--- src/rtl/sampler_pkg.sv ---
// Shared definitions for the sensor sampler: sequencer state encodings,
// SPI frame geometry, channel codes, reset values and small helpers.
package sampler_pkg;

  typedef enum logic [1:0] {
    ST_IDLE  = 2'd0,
    ST_SETUP = 2'd1,
    ST_SHIFT = 2'd2,
    ST_GAP   = 2'd3
  } state_e;

  localparam logic       CMD_START   = 1'b1;
  localparam int         FRAME_BITS  = 16;
  localparam int         DATA_BITS   = 8;
  localparam logic       CH_MOIST    = 1'b0;
  localparam logic       CH_LIGHT    = 1'b1;
  localparam logic [7:0] M_SENSE_RST = 8'd255;
  localparam logic [1:0] L_DAY       = 2'b01;
  localparam logic [1:0] L_NIGHT     = 2'b00;

  // Command byte sent in frame bits 15..8 for the selected channel.
  function automatic logic [7:0] cmd_byte(input logic ch);
    return {CMD_START, ch, 6'b000000};
  endfunction

  // Day/night code; only the two legal codes can ever be returned.
  function automatic logic [1:0] light_code(input logic [7:0] sample,
                                            input logic [7:0] level);
    if (sample >= level) begin
      return L_DAY;
    end else begin
      return L_NIGHT;
    end
  endfunction

  // Two-point average with a 9-bit sum so the carry is not lost; truncates.
  function automatic logic [7:0] avg_sample(input logic [7:0] prev,
                                            input logic [7:0] sample);
    logic [8:0] sum;
    sum = {1'b0, prev} + {1'b0, sample};
    return sum[8:1];
  endfunction

endpackage

--- src/rtl/spi_frame.sv ---
// One 16-bit SPI transaction, MSB first, two clk cycles per bit
// (sclk low then high). A start pulse opens the frame with a one-cycle
// setup phase; done marks the final high phase, and rx_o then carries the
// last eight MISO bits including the one being sampled in that cycle.
module spi_frame
  import sampler_pkg::*;
(
  input  logic                 clk,
  input  logic                 reset,
  input  logic                 start_i,
  input  logic [7:0]           cmd_i,
  input  logic                 miso_i,
  output logic                 cs_n_o,
  output logic                 sclk_o,
  output logic                 mosi_o,
  output logic                 done_o,
  output logic [DATA_BITS-1:0] rx_o
);

  // Bits still to be sent after the one currently on mosi.
  localparam int TX_W = FRAME_BITS - 1;
  // The final data bit comes straight from miso in the done cycle,
  // so only the seven before it need storage.
  localparam int RX_W = DATA_BITS - 1;

  logic            cs_n_q, cs_n_d;
  logic            sclk_q, sclk_d;
  logic            mosi_q, mosi_d;
  logic            setup_q, setup_d;
  logic [3:0]      bit_q, bit_d;
  logic [TX_W-1:0] tx_q, tx_d;
  logic [RX_W-1:0] rx_q, rx_d;

  assign done_o = !cs_n_q && !setup_q && sclk_q && (bit_q == 4'd0);
  assign rx_o   = {rx_q, miso_i};
  assign cs_n_o = cs_n_q;
  assign sclk_o = sclk_q;
  assign mosi_o = mosi_q;

  // Frame sequencing: mosi only moves when sclk is about to go low.
  always_comb begin
    cs_n_d  = cs_n_q;
    sclk_d  = sclk_q;
    mosi_d  = mosi_q;
    setup_d = setup_q;
    bit_d   = bit_q;
    tx_d    = tx_q;
    rx_d    = rx_q;
    if (start_i) begin
      cs_n_d  = 1'b0;
      sclk_d  = 1'b0;
      mosi_d  = cmd_i[7];
      tx_d    = {cmd_i[6:0], {DATA_BITS{1'b0}}};
      bit_d   = 4'(FRAME_BITS - 1);
      setup_d = 1'b1;
      rx_d    = {RX_W{1'b0}};
    end else if (cs_n_q) begin
      sclk_d = 1'b0;
      mosi_d = 1'b0;
    end else if (setup_q) begin
      setup_d = 1'b0;
    end else if (!sclk_q) begin
      sclk_d = 1'b1;
    end else begin
      rx_d   = {rx_q[RX_W-2:0], miso_i};
      sclk_d = 1'b0;
      if (bit_q == 4'd0) begin
        cs_n_d = 1'b1;
        mosi_d = 1'b0;
      end else begin
        bit_d  = bit_q - 4'd1;
        mosi_d = tx_q[TX_W-1];
        tx_d   = {tx_q[TX_W-2:0], 1'b0};
      end
    end
  end

  // Frame registers with synchronous reset to an idle, deselected bus.
  always_ff @(posedge clk) begin
    if (reset) begin
      cs_n_q  <= 1'b1;
      sclk_q  <= 1'b0;
      mosi_q  <= 1'b0;
      setup_q <= 1'b0;
      bit_q   <= 4'd0;
      tx_q    <= {TX_W{1'b0}};
      rx_q    <= {RX_W{1'b0}};
    end else begin
      cs_n_q  <= cs_n_d;
      sclk_q  <= sclk_d;
      mosi_q  <= mosi_d;
      setup_q <= setup_d;
      bit_q   <= bit_d;
      tx_q    <= tx_d;
      rx_q    <= rx_d;
    end
  end

endmodule

--- src/rtl/sensor_sampler.sv ---
// Periodic two-channel ADC sampler. A sample set is a moisture frame, a
// one-cycle gap, a light frame and a final gap in which all three sensor
// outputs update together with a one-cycle sample_valid pulse.
// Optional build macro SAMPLER_AVG_EN: moisture output is the average of
// the previous published value and the new sample (raw on the first set).
module sensor_sampler
  import sampler_pkg::*;
(
  input  logic       clk,
  input  logic       reset,
  input  logic       enable,
  input  logic [7:0] sample_period,
  input  logic [7:0] light_level,
  input  logic       adc_miso,
  output logic       adc_cs_n,
  output logic       adc_sclk,
  output logic       adc_mosi,
  output logic [7:0] m_sense,
  output logic [7:0] l_sense,
  output logic [1:0] l_thresh,
  output logic       sample_valid
);

  state_e               state_q, state_d;
  logic [7:0]           count_q, count_d;
  logic                 ch_q, ch_d;
  logic [DATA_BITS-1:0] moist_q, moist_d;
  logic [DATA_BITS-1:0] m_sense_q, m_sense_d;
  logic [DATA_BITS-1:0] l_sense_q, l_sense_d;
  logic [1:0]           l_thresh_q, l_thresh_d;
  logic                 valid_q, valid_d;
  logic [DATA_BITS-1:0] m_pub_s;
  logic                 start_s;
  logic [7:0]           cmd_s;
  logic                 frame_done_s;
  logic [DATA_BITS-1:0] rx_byte_s;
`ifdef SAMPLER_AVG_EN
  logic                 first_q, first_d;
`endif

  spi_frame u_frame (
    .clk     (clk),
    .reset   (reset),
    .start_i (start_s),
    .cmd_i   (cmd_s),
    .miso_i  (adc_miso),
    .cs_n_o  (adc_cs_n),
    .sclk_o  (adc_sclk),
    .mosi_o  (adc_mosi),
    .done_o  (frame_done_s),
    .rx_o    (rx_byte_s)
  );

  // Moisture value that the next publish will present.
  always_comb begin
`ifdef SAMPLER_AVG_EN
    if (first_q) begin
      m_pub_s = moist_q;
    end else begin
      m_pub_s = avg_sample(m_sense_q, moist_q);
    end
`else
    m_pub_s = moist_q;
`endif
  end

  // Sequencer: period timer, channel order, frame launch and publish.
  always_comb begin
    state_d    = state_q;
    count_d    = count_q;
    ch_d       = ch_q;
    moist_d    = moist_q;
    m_sense_d  = m_sense_q;
    l_sense_d  = l_sense_q;
    l_thresh_d = l_thresh_q;
    valid_d    = 1'b0;
    start_s    = 1'b0;
    cmd_s      = cmd_byte(ch_q);
`ifdef SAMPLER_AVG_EN
    first_d    = first_q;
`endif
    case (state_q)
      ST_IDLE: begin
        // Period compared live; enable is only consulted here, so a set
        // already under way always runs to completion.
        if (enable && (count_q >= sample_period)) begin
          count_d = 8'd0;
          ch_d    = CH_MOIST;
          start_s = 1'b1;
          cmd_s   = cmd_byte(CH_MOIST);
          state_d = ST_SETUP;
        end else if (count_q != 8'hFF) begin
          count_d = count_q + 8'd1;
        end else begin
          count_d = count_q;
        end
      end
      ST_SETUP: begin
        state_d = ST_SHIFT;
      end
      ST_SHIFT: begin
        if (frame_done_s) begin
          state_d = ST_GAP;
          if (ch_q == CH_LIGHT) begin
            m_sense_d  = m_pub_s;
            l_sense_d  = rx_byte_s;
            l_thresh_d = light_code(rx_byte_s, light_level);
            valid_d    = 1'b1;
`ifdef SAMPLER_AVG_EN
            first_d    = 1'b0;
`endif
          end else begin
            moist_d = rx_byte_s;
          end
        end else begin
          state_d = ST_SHIFT;
        end
      end
      ST_GAP: begin
        if (ch_q == CH_MOIST) begin
          ch_d    = CH_LIGHT;
          start_s = 1'b1;
          cmd_s   = cmd_byte(CH_LIGHT);
          state_d = ST_SETUP;
        end else begin
          state_d = ST_IDLE;
        end
      end
      default: begin
        state_d = ST_IDLE;
      end
    endcase
  end

  // Sequencer and output registers; reset drops any partial set silently.
  always_ff @(posedge clk) begin
    if (reset) begin
      state_q    <= ST_IDLE;
      count_q    <= 8'd0;
      ch_q       <= CH_MOIST;
      moist_q    <= 8'd0;
      m_sense_q  <= M_SENSE_RST;
      l_sense_q  <= 8'd0;
      l_thresh_q <= L_NIGHT;
      valid_q    <= 1'b0;
`ifdef SAMPLER_AVG_EN
      first_q    <= 1'b1;
`endif
    end else begin
      state_q    <= state_d;
      count_q    <= count_d;
      ch_q       <= ch_d;
      moist_q    <= moist_d;
      m_sense_q  <= m_sense_d;
      l_sense_q  <= l_sense_d;
      l_thresh_q <= l_thresh_d;
      valid_q    <= valid_d;
`ifdef SAMPLER_AVG_EN
      first_q    <= first_d;
`endif
    end
  end

  assign m_sense      = m_sense_q;
  assign l_sense      = l_sense_q;
  assign l_thresh     = l_thresh_q;
  assign sample_valid = valid_q;

endmodule

--- config.mk ---
export PLATFORM = sky130hd
export DESIGN_NAME = sensor_sampler
export DESIGN_NICKNAME = d
export VERILOG_FILES = /design/src/rtl/sampler_pkg.sv /design/src/rtl/spi_frame.sv /design/src/rtl/sensor_sampler.sv
export SDC_FILE = /design/constraint.sdc
export NUM_CORES = 1
export LEC_CHECK = 0
export ABC_AREA = 1
export CAP_MARGIN = 20
export CORE_UTILIZATION = 50
export CTS_CLUSTER_DIAMETER = 50
export DETAILED_ROUTE_END_ITERATION = 8
export PLACE_DENSITY = 0.75
export SYNTH_ARGS = -nofsm -noshare
export SYNTH_HDL_FRONTEND = slang
export SYNTH_SLANG_ARGS = --single-unit
--- constraint.sdc ---
create_clock -name clk -period 2.2 [get_ports clk]
set_input_delay 0.22 -clock clk [delete_from_list [all_inputs] [get_ports clk]]
set_output_delay 0.22 -clock clk [all_outputs]
set_load 0.01 [all_outputs]
==> results.md, run 1 <==
- Outcome: completed
- FF-to-FF setup slack: 0.40 ns
- Synth Warn #: 0
- GR Overflow Total: 0
- Met3 usage: 3.882%
- Cell taking the most area after synthesis: dfxtp_1
- Worst Path Arrival: 2.02 ns
- CP required: 2.40 ns
- Period utilization: 82.63%
- Die span in x: 74.86 um
- Clk sink count: 53
- Yosys top cell area share: 39.98%
- Mapped cell area: 2654 sq um
- IO Pins: 42
- Crit-path max cell delay: 0.45 ns
- Synthesized flop and latch total: 53
- Hold EP: m_sense[2]$_SDFFE_PP1P_
- H-tree depth: 2
- Fillers: 461
- Met2 usage: 38.04%
- RSZ-0062 raised after global routing: false
- Worst-Skew Late Latency: 0.30 ns
- Hold Violations, Final: 0
- VDD IR-drop max: 0.0003682 V
- Post-synth top flop: dfxtp_1
- Most common cell in the netlist: nand2_1
- Starting DRC count in detailed routing: 148
- Post-CTS sizing: 0
- Launching point of the worst reg2reg path: count_q[5]$_SDFFE_PP0P_
- CP Launch Type: input port
- Sequential area share after synthesis: 39.98%
- Total negative setup slack: 0 ns
- Dpl ws: 0.06129 ns
- First-pass iteration count of the detailed router: 4
- Antenna cells: 0
- Largest net degree at the start of global routing: 31
- I/O Buffers: 40
- Root buf cell: clkbuf_8
- Power Density: 696.5 nW/um^2
- Core Area: 5107 sq um
- CTS Buf Count: 5
- Final min period: 1.818 ns
- Initial antenna violation count: 0
- Starting Density: 51.96%
- Top post-synthesis cells by count: 63 x nand2_1, 53 x dfxtp_1, 43 x inv_1
- Cell row count: 26
- Leak: 0.001433 uW
- Syn Nets: 382
- Worst path cell trace: clkdlybuf4s50_1, inv_1, ha_1, nand2_1, nor2_1, nand4_1, nand3_2, nand3_4, nand2_2, nand2_4, nand2_2, nor2_1
- GR met1 Demand/Resource: 26.00%
- R2R depth: 10
- Share of cells above drive strength 1: 8.854%
- Placer Congestion: 0.7969
- Avg Synthesized Cell Area: 7.805 sq um
- Pins over their slew limit: 0
- DP Area: 3126 sq um
- Min-delay worst type: register to register
- Drt total wl: 5376 um
- Largest cells by area after synthesis: dfxtp_1 40%, ha_1 10%, nand2_1 8.9%, a21oi_1 7.5%, inv_1 6.1%
- Hold Crit Depth: 2
- Maximum clock frequency: 550.1 MHz
- Worst Min Path Start: m_pub_s[2]$_SDFFE_PP0P_
- Vias/cell: 5.026
- Worst-path maximum fanout: 10
- Gr busiest metal: met2
- Mapped Cells: 340
- Die area: 5603 sq um
- Slowest cell on crit path: clkdlybuf4s50_1
- Final WS setup: 0.3822 ns
- Antenna-violating nets left: 0
- Post-DP HPWL: 3929 um
- Clk buf depth: 2
- Netlist cell types: 31
- Worst Path Class, Setup: input port to register
- CTS tree: yes
- Hold Buf Count CTS: 0
- Setup violations, final: 0
- First-pass GRT wire length: 9211 um
- Nets: 425
- Via count: 2282
- # Post-CTS Setup Buffers: 0
- CTS clk-pin slew, worst paths: 0.10 ns
- Clk_skew: 0.005396 ns
- Total track usage: 21.35%
- FFs w/ async S/R, synth: 0%
- Vias in the first global route: 2146
- CP Capture Type: register
- Max Cap Viol: 0
- Post-synth EDFFs: 0
- Overall power: 2255 uW
- Area delta synth->final: 22.02%
- Residual DRC count: 0
- Height of the die: 74.86 um
- Reg-to-Reg End: u_frame.rx_q[5]$_SDFFE_PP0P_
- Post-route cell area: 3238 sq um
- WL/cell: 11.84 um
layer usage:
layer / vias up / share of wire [%]
met1: 1039 / 47
li1: 1202 / -
met2: 34 / 49
met3: 7 / 3.0
met5: - / 0
met4: 0 / 1.2
flip-flops by register name, indices dropped and copies added, names as in the netlist, 2 cells and up:
register / count
u_frame.rx_q: 7
m_sense: 8
u_frame.bit_q: 4
state_q: 2
m_pub_s: 8
count_q: 8
l_sense: 8
kinds of logic after synthesis:
family	share of synthesized area (%)
AND/OR/NAND/NOR	22.54
AO/OA/AOI/OAI	15.65
buffers and inverters	8.675
flip-flops	39.98
adder cells (fa/ha/maj)	10.37
XOR/XNOR	2.640
other	0.1413
worst max-delay path: cells and delay by family:
family | cells | cell delay, ns
fa+ha+maj | 1 | 0.29
buf+inv | 2 | 0.49
simple gates | 9 | 1.02
per-stage QoR:
stage	std cells	util, %	hold slack (ns)
after CTS	454	63.40	0.4661
after detailed placement	446	61.20	0.4398
after global placement	446	61.20	0.4429
final	454	63.40	0.4648
after global routing	454	63.40	0.4881
after floorplan	340	-	0.4063
layout by cell type (no fill, tap or decap), types with 2 or more instances in the layout:
cell type        netlist  final
nand2_1               63     63
dfxtp_1               53     53
inv_1                 43     43
a21oi_1               40     40
clkdlybuf4s50_1        0     40
o21ai_0               25     25
nand3_1               24     24
ha_1                  22     22
nor2_1                18     18
xor2_1                 6      6
buf_4                  2      6
clkbuf_8               0      5
nand2_2                4      4
nand4_1                4      4
a21oi_2                4      4
nor2_4                 3      3
o21ai_1                3      3
inv_2                  2      2
nand3_2                2      2
nand2_4                2      2
nor3_1                 2      2
xnor2_1                2      2
report_power, final:
group	switching (uW)	total [uW]	internal, uW	leakage (uW)
Combinational	323	506	184	0.000946
Clock	325	666	341	0.0000585
Sequential	62.9	1080	1020	0.000428
area by class of cell:
class / count / area [sq um] / area share (%)
Clock buffer: 5 / 68.82 / 2.125
Multi-Input combinational cell: 232 / 1363 / 42.08
Tap cell: 70 / 87.58 / 2.705
Inverter: 45 / 168.9 / 5.216
Timing Repair Buffer: 46 / 445.4 / 13.76
Sequential cell: 53 / 1061 / 32.77
Clock inverter: 3 / 43.79 / 1.352
how the worst max path moves through the flow:
stage / start / slack (ns) / to / depth (start not counted)
3_5_place_dp: sample_period[7] / 0.06 / u_frame.rx_q[3]$_SDFFE_PP0P_ / 12
4_1_cts: count_q[5]$_SDFFE_PP0P_ / 0.37 / u_frame.rx_q[2]$_SDFFE_PP0P_ / 10
6_report: sample_period[7] / 0.38 / u_frame.rx_q[2]$_SDFFE_PP0P_ / 12
3_3_place_gp: sample_period[7] / 0.14 / u_frame.sclk_o$_SDFFE_PP0N_ / 11
5_1_grt: count_q[5]$_SDFFE_PP0P_ / 0.20 / u_frame.rx_q[4]$_SDFFE_PP0P_ / 10
2_1_floorplan: count_q[5]$_SDFFE_PP0P_ / 0.58 / state_q[1]$_SDFFE_PP0P_ / 9
Note: power is estimated with default switching activity, not from simulation.
==> run 2, diff against run 1 <==
- clock period: 2.2 -> 1.85 ns (I/O delays scaled with it)
==> run 2 against run 1 <==
Compared with the run above: sequential power is 19% higher; global-route usage is 0.25 points lower; clock skew is 0.0085 ns higher; cell count is 1.1% higher; die area stayed put; largest power group unchanged; combinational power is 29% higher; critical path depth is 1 lower; clock power is 22% higher; final area is 2.7% higher; worst hold slack better by 0.0053 ns; first-iteration DRC count is 36% lower; via count is 2.2% higher.
==> results.md, run 2 (synthesized netlist as in run 1, its figures left out) <==
- Placer Congestion: 0.8345
- Worst Path Arrival: 1.94 ns
- R2R depth: 9
- Vias/cell: 5.083
- Core Area: 5107 sq um
- Share of cells above drive strength 1: 12.85%
- Launching point of the worst reg2reg path: count_q[5]$_SDFFE_PP0P_
- Antenna cells: 0
- I/O Buffers: 40
- Area delta synth->final: 25.37%
- WL/cell: 11.83 um
- Cell row count: 26
- Via count: 2333
- Commonest cells after routing, fill and taps aside: 60 x nand2_1, 46 x dfxtp_1, 43 x inv_1
- Die span in x: 74.86 um
- Post-DP HPWL: 3980 um
- CP required: 2.08 ns
- Worst Path Class, Setup: input port to register
- Worst path cell trace: clkdlybuf4s50_1, inv_1, ha_1, a21oi_1, nor2_1, nor2_1, nand3_2, nand3_4, buf_4, nand3_1, a21oi_1
- CTS Buf Count: 5
- # placed instances: 449
- VDD IR-drop max: 0.0005003 V
- Worst Min Path Start: m_pub_s[6]$_SDFFE_PP0P_
- Pins over their slew limit: 0
- Hold Violations, Final: 0
- Outcome: completed
- Initial antenna violation count: 0
- Residual DRC count: 0
- Starting DRC count in detailed routing: 94
- Antenna-violating nets left: 0
- Period utilization: 92.41%
- Power Density: 828.4 nW/um^2
- CTS tree: yes
- Overall power: 2756 uW
- Starting Density: 51.96%
- Clk sink count: 53
- Final min period: 1.710 ns
- Total track usage: 21.10%
- Reg-to-Reg End: count_q[1]$_SDFFE_PP0P_
- First-pass GRT wire length: 9218 um
- Commonest non-fill, non-tap cell in the layout: nand2_1
- Nets: 430
- Hold EP: m_sense[6]$_SDFFE_PP1P_
- Final core area utilization: 65.14%
- Fillers: 465
- Die area: 5603 sq um
- Worst-Skew Late Latency: 0.31 ns
- Height of the die: 74.86 um
- Hold Crit Depth: 2
- Crit-path max cell delay: 0.47 ns
- Drt total wl: 5428 um
- H-tree depth: 2
- Clk buf depth: 2
- FF-to-FF setup slack: 0.18 ns
- Largest net degree at the start of global routing: 31
- Leak: 0.001462 uW
- GR Overflow Total: 0
- Crit path max-delay family: buffers and inverters
- IO Pins: 42
- Clk_skew: 0.01391 ns
- First-pass iteration count of the detailed router: 4
- Setup violations, final: 0
- Max Cap Viol: 0
- CP Capture Type: register
- Vias in the first global route: 2160
- Minimum hold slack: 0.4702 ns
- CP Launch Type: input port
- Worst-path maximum fanout: 5
- Fin cells: 459
- Maximum clock frequency: 584.9 MHz
- Buf/Inv on CP: 3
- Slowest cell on crit path: clkdlybuf4s50_1
- Min-delay worst type: register to register
- Root buf cell: clkbuf_8
- CTS clk-pin slew, worst paths: 0.10 ns
==> run 2: cell type report <==
type	count	area [sq um]	share of cell area, %
multi-input combinational	233	1394	41.90
timing repair buffer	50	488.0	14.67
inverter	45	168.9	5.077
sequential	53	1072	32.23
clock buffer	5	68.82	2.068
clock inverter	3	47.55	1.429
tap	70	87.58	2.633
==> run 2: worst max-delay path by stage <==
stage                       startpoint                           end  slack, ns  cells past startpoint
2_1_floorplan  count_q[5]$_SDFFE_PP0P_       state_q[1]$_SDFFE_PP0P_       0.23                      9
3_3_place_gp          sample_period[7]   u_frame.sclk_o$_SDFFE_PP0N_      -0.14                     11
3_5_place_dp          sample_period[7]  u_frame.rx_q[6]$_SDFFE_PP0P_      -0.24                     12
4_1_cts        count_q[7]$_SDFFE_PP0P_  u_frame.rx_q[5]$_SDFFE_PP0P_       0.07                     10
5_1_grt               sample_period[5]       count_q[3]$_SDFFE_PP0P_      -0.02                     11
6_report              sample_period[5]       count_q[3]$_SDFFE_PP0P_       0.14                     11
==> run 2: where the power goes <==
group / internal, uW / switching (uW)
Clock: 413 / 398
Sequential: 1220 / 76.4
Combinational: 245 / 406
Total: 1880 / 881
==> run 2: layer usage <==
metal,GRT usage (%),part of all wire (%)
met1,26.39,48
met2,37.04,48
met3,3.748,2.7
met4,6.289,1.1
met5,0,0
==> run 2: stage by stage <==
stage,setup TNS (ns),setup slack (ns),cell area (sq um)
floorplan,0,0.2262,2654
global placement,-2.346,-0.1427,3161
detailed placement,-4.365,-0.2437,3161
CTS,0,0.07424,3277
global route,-0.04366,-0.02076,3327
finish,0,0.1404,3327
==> run 2: worst register-to-register path, stage by stage, from the launching register on <==
cell	delay (ns)
dfxtp_4	0.37
ha_1	0.30
nand2_2	0.07
nor2_4	0.11
nand4_1	0.13
nand3_2	0.12
nand3_4	0.11
nand2_2	0.17
nand3_1	0.10
a21oi_1	0.13
==> run 2: timing repair <==
action	CTS	global route
buffers inserted	0	1
hold buffers	0	0
resized for setup	0	15
endpoints found under the setup margin	0	17
==> RTL edit: new RTL, config.mk and constraints of run 1 <==
The option `SAMPLER_AVG_EN` is turned on by a define.
--- a/src/rtl/sensor_sampler.sv
+++ b/src/rtl/sensor_sampler.sv
@@ -5,2 +5,4 @@
 // the previous published value and the new sample (raw on the first set).
+`define SAMPLER_AVG_EN
+
 module sensor_sampler
Behaviour: no difference found for any inputs over 10 cycles, from zero or initial values and one cycle with reset high; that may be too few to reach the edited logic, so the function may still have changed.
==> RTL edit against run 1 <==
Non-clock buffer count decreased by 2; register-to-register slack worse by 0.14 ns; sequential cell count is 1 higher; synthesized cell count rose by 20%; sequential share of layout area fell by 2.9 points; design area up 12%; critical path depth decreased by 1; setup slack got worse by 0.13 ns; first-iteration DRC count is 11% higher; utilization shrank 2.6 points; total power fell by 2.2%; wire length up 18%; synthesized area increased by 17%; critical path type is now flip-flop to flip-flop.
==> RTL edit: results (changes against run 1) <==
| Metric | Value |
|---|---|
| DP Area | `0.00354 sq mm (+13%)` |
| Post-Syn Nets | `459 (+20%)` |
| GR Util met1 | `29.3% (+3.3 points)` |
| Drt via density | `5.16 (+2.7%)` |
| Clk_skew | `0.0122 ns (+0.00685 ns)` |
| Ranking of synthesized cells by area | `dfxtp_1 (35%), ha_1 (12%), nand2_1 (8.3%)` |
| Detailed placer's ending HPWL | `4700 um (+20%)` |
| Synth top cells by count | `nand2_1 (68), inv_1 (56), dfxtp_1 (54)` |
| Vias in the first global route | `2471 (+15%)` |
| GPL Wtd Cong | `0.853 (+7.0%)` |
| Largest net degree at the start of global routing | `28 (-9.7%)` |
| Met3 WL | `209 um (+31%)` |
| Post-Synth XOR/XNOR Area | `2.83% (+0.19 points)` |
| VDD IR-drop max | `0.000396 V (+7.5%)` |
| Max stage delay cell, worst path | `fa_1` |
| Synth cell types | `36 (+16%)` |
| First-pass GRT wire length | `11000 um (+19%)` |
| Sequential share of the synthesized area | `35.0% (-5.0 points)` |
| CP Max Fanout | `3 (-7)` |
| Pint | `1.46 mW (-5.3%)` |
| Logic pwr share | `25.6% (+3.1 points)` |
| Status | `finished clean` |
| Fin nets | `498 (+17%)` |
| Synth Area in Adders | `12.4% (+2.0 points)` |
| Pwr Density | `609 mW/mm^2 (-13%)` |
| Setup WS pre-CTS | `0.0467 ns (-0.0146 ns)` |
| Wire length on met1 | `3190 um (+26%)` |
| Post-Synthesis Cells | `409 (+20%)` |
| Met2 wire length | `2870 um (+9.9%)` |
| Mux share of post-synthesis cell area | `0.324% (+0.32 points)` |
| GR Layer Usage met2 | `35.2% (-2.9 points)` |
| Post-DR wirelength/cell | `12.1 um (+2.2%)` |
| Worst EP arrival | `2.19 ns (+0.17 ns)` |
| Met3 usage | `3.07% (-0.81 points)` |
## RTL edit: cell types whose count changed after synthesis, moves of 3 or more
cell | before | now
nor2_1 | 18 | 25
nand2_2 | 4 | 7
ha_1 | 22 | 29
buf_2 | 0 | 3
o211ai_1 | 1 | 6
inv_1 | 43 | 56
nand2_1 | 63 | 68
nand3_1 | 24 | 15
nand4_1 | 4 | 11
a21oi_1 | 40 | 49
o21ai_0 | 25 | 35
## RTL edit: worst paths after layout
check                   start           to  slack [ns]  cells after the start
setup / recovery   m_sense[1]   m_sense[5]        0.26                     11
hold / removal    l_thresh[0]  l_thresh[0]        0.47                      2
setup reg to reg   m_sense[1]   m_sense[5]        0.26                     11
hold reg to reg   l_thresh[0]  l_thresh[0]        0.47                      2
## RTL edit: layout make-up
class,count,area (sq um),share of cell area [%]
repair buffers,44,430,11.9
multi-input cells,284,1710,47.3
flip-flops and latches,54,1080,29.9
clock buffers,6,72.6,2.00
inverters,59,221,6.12
clock inverters,1,7.51,0.207
well taps,75,93.8,2.59
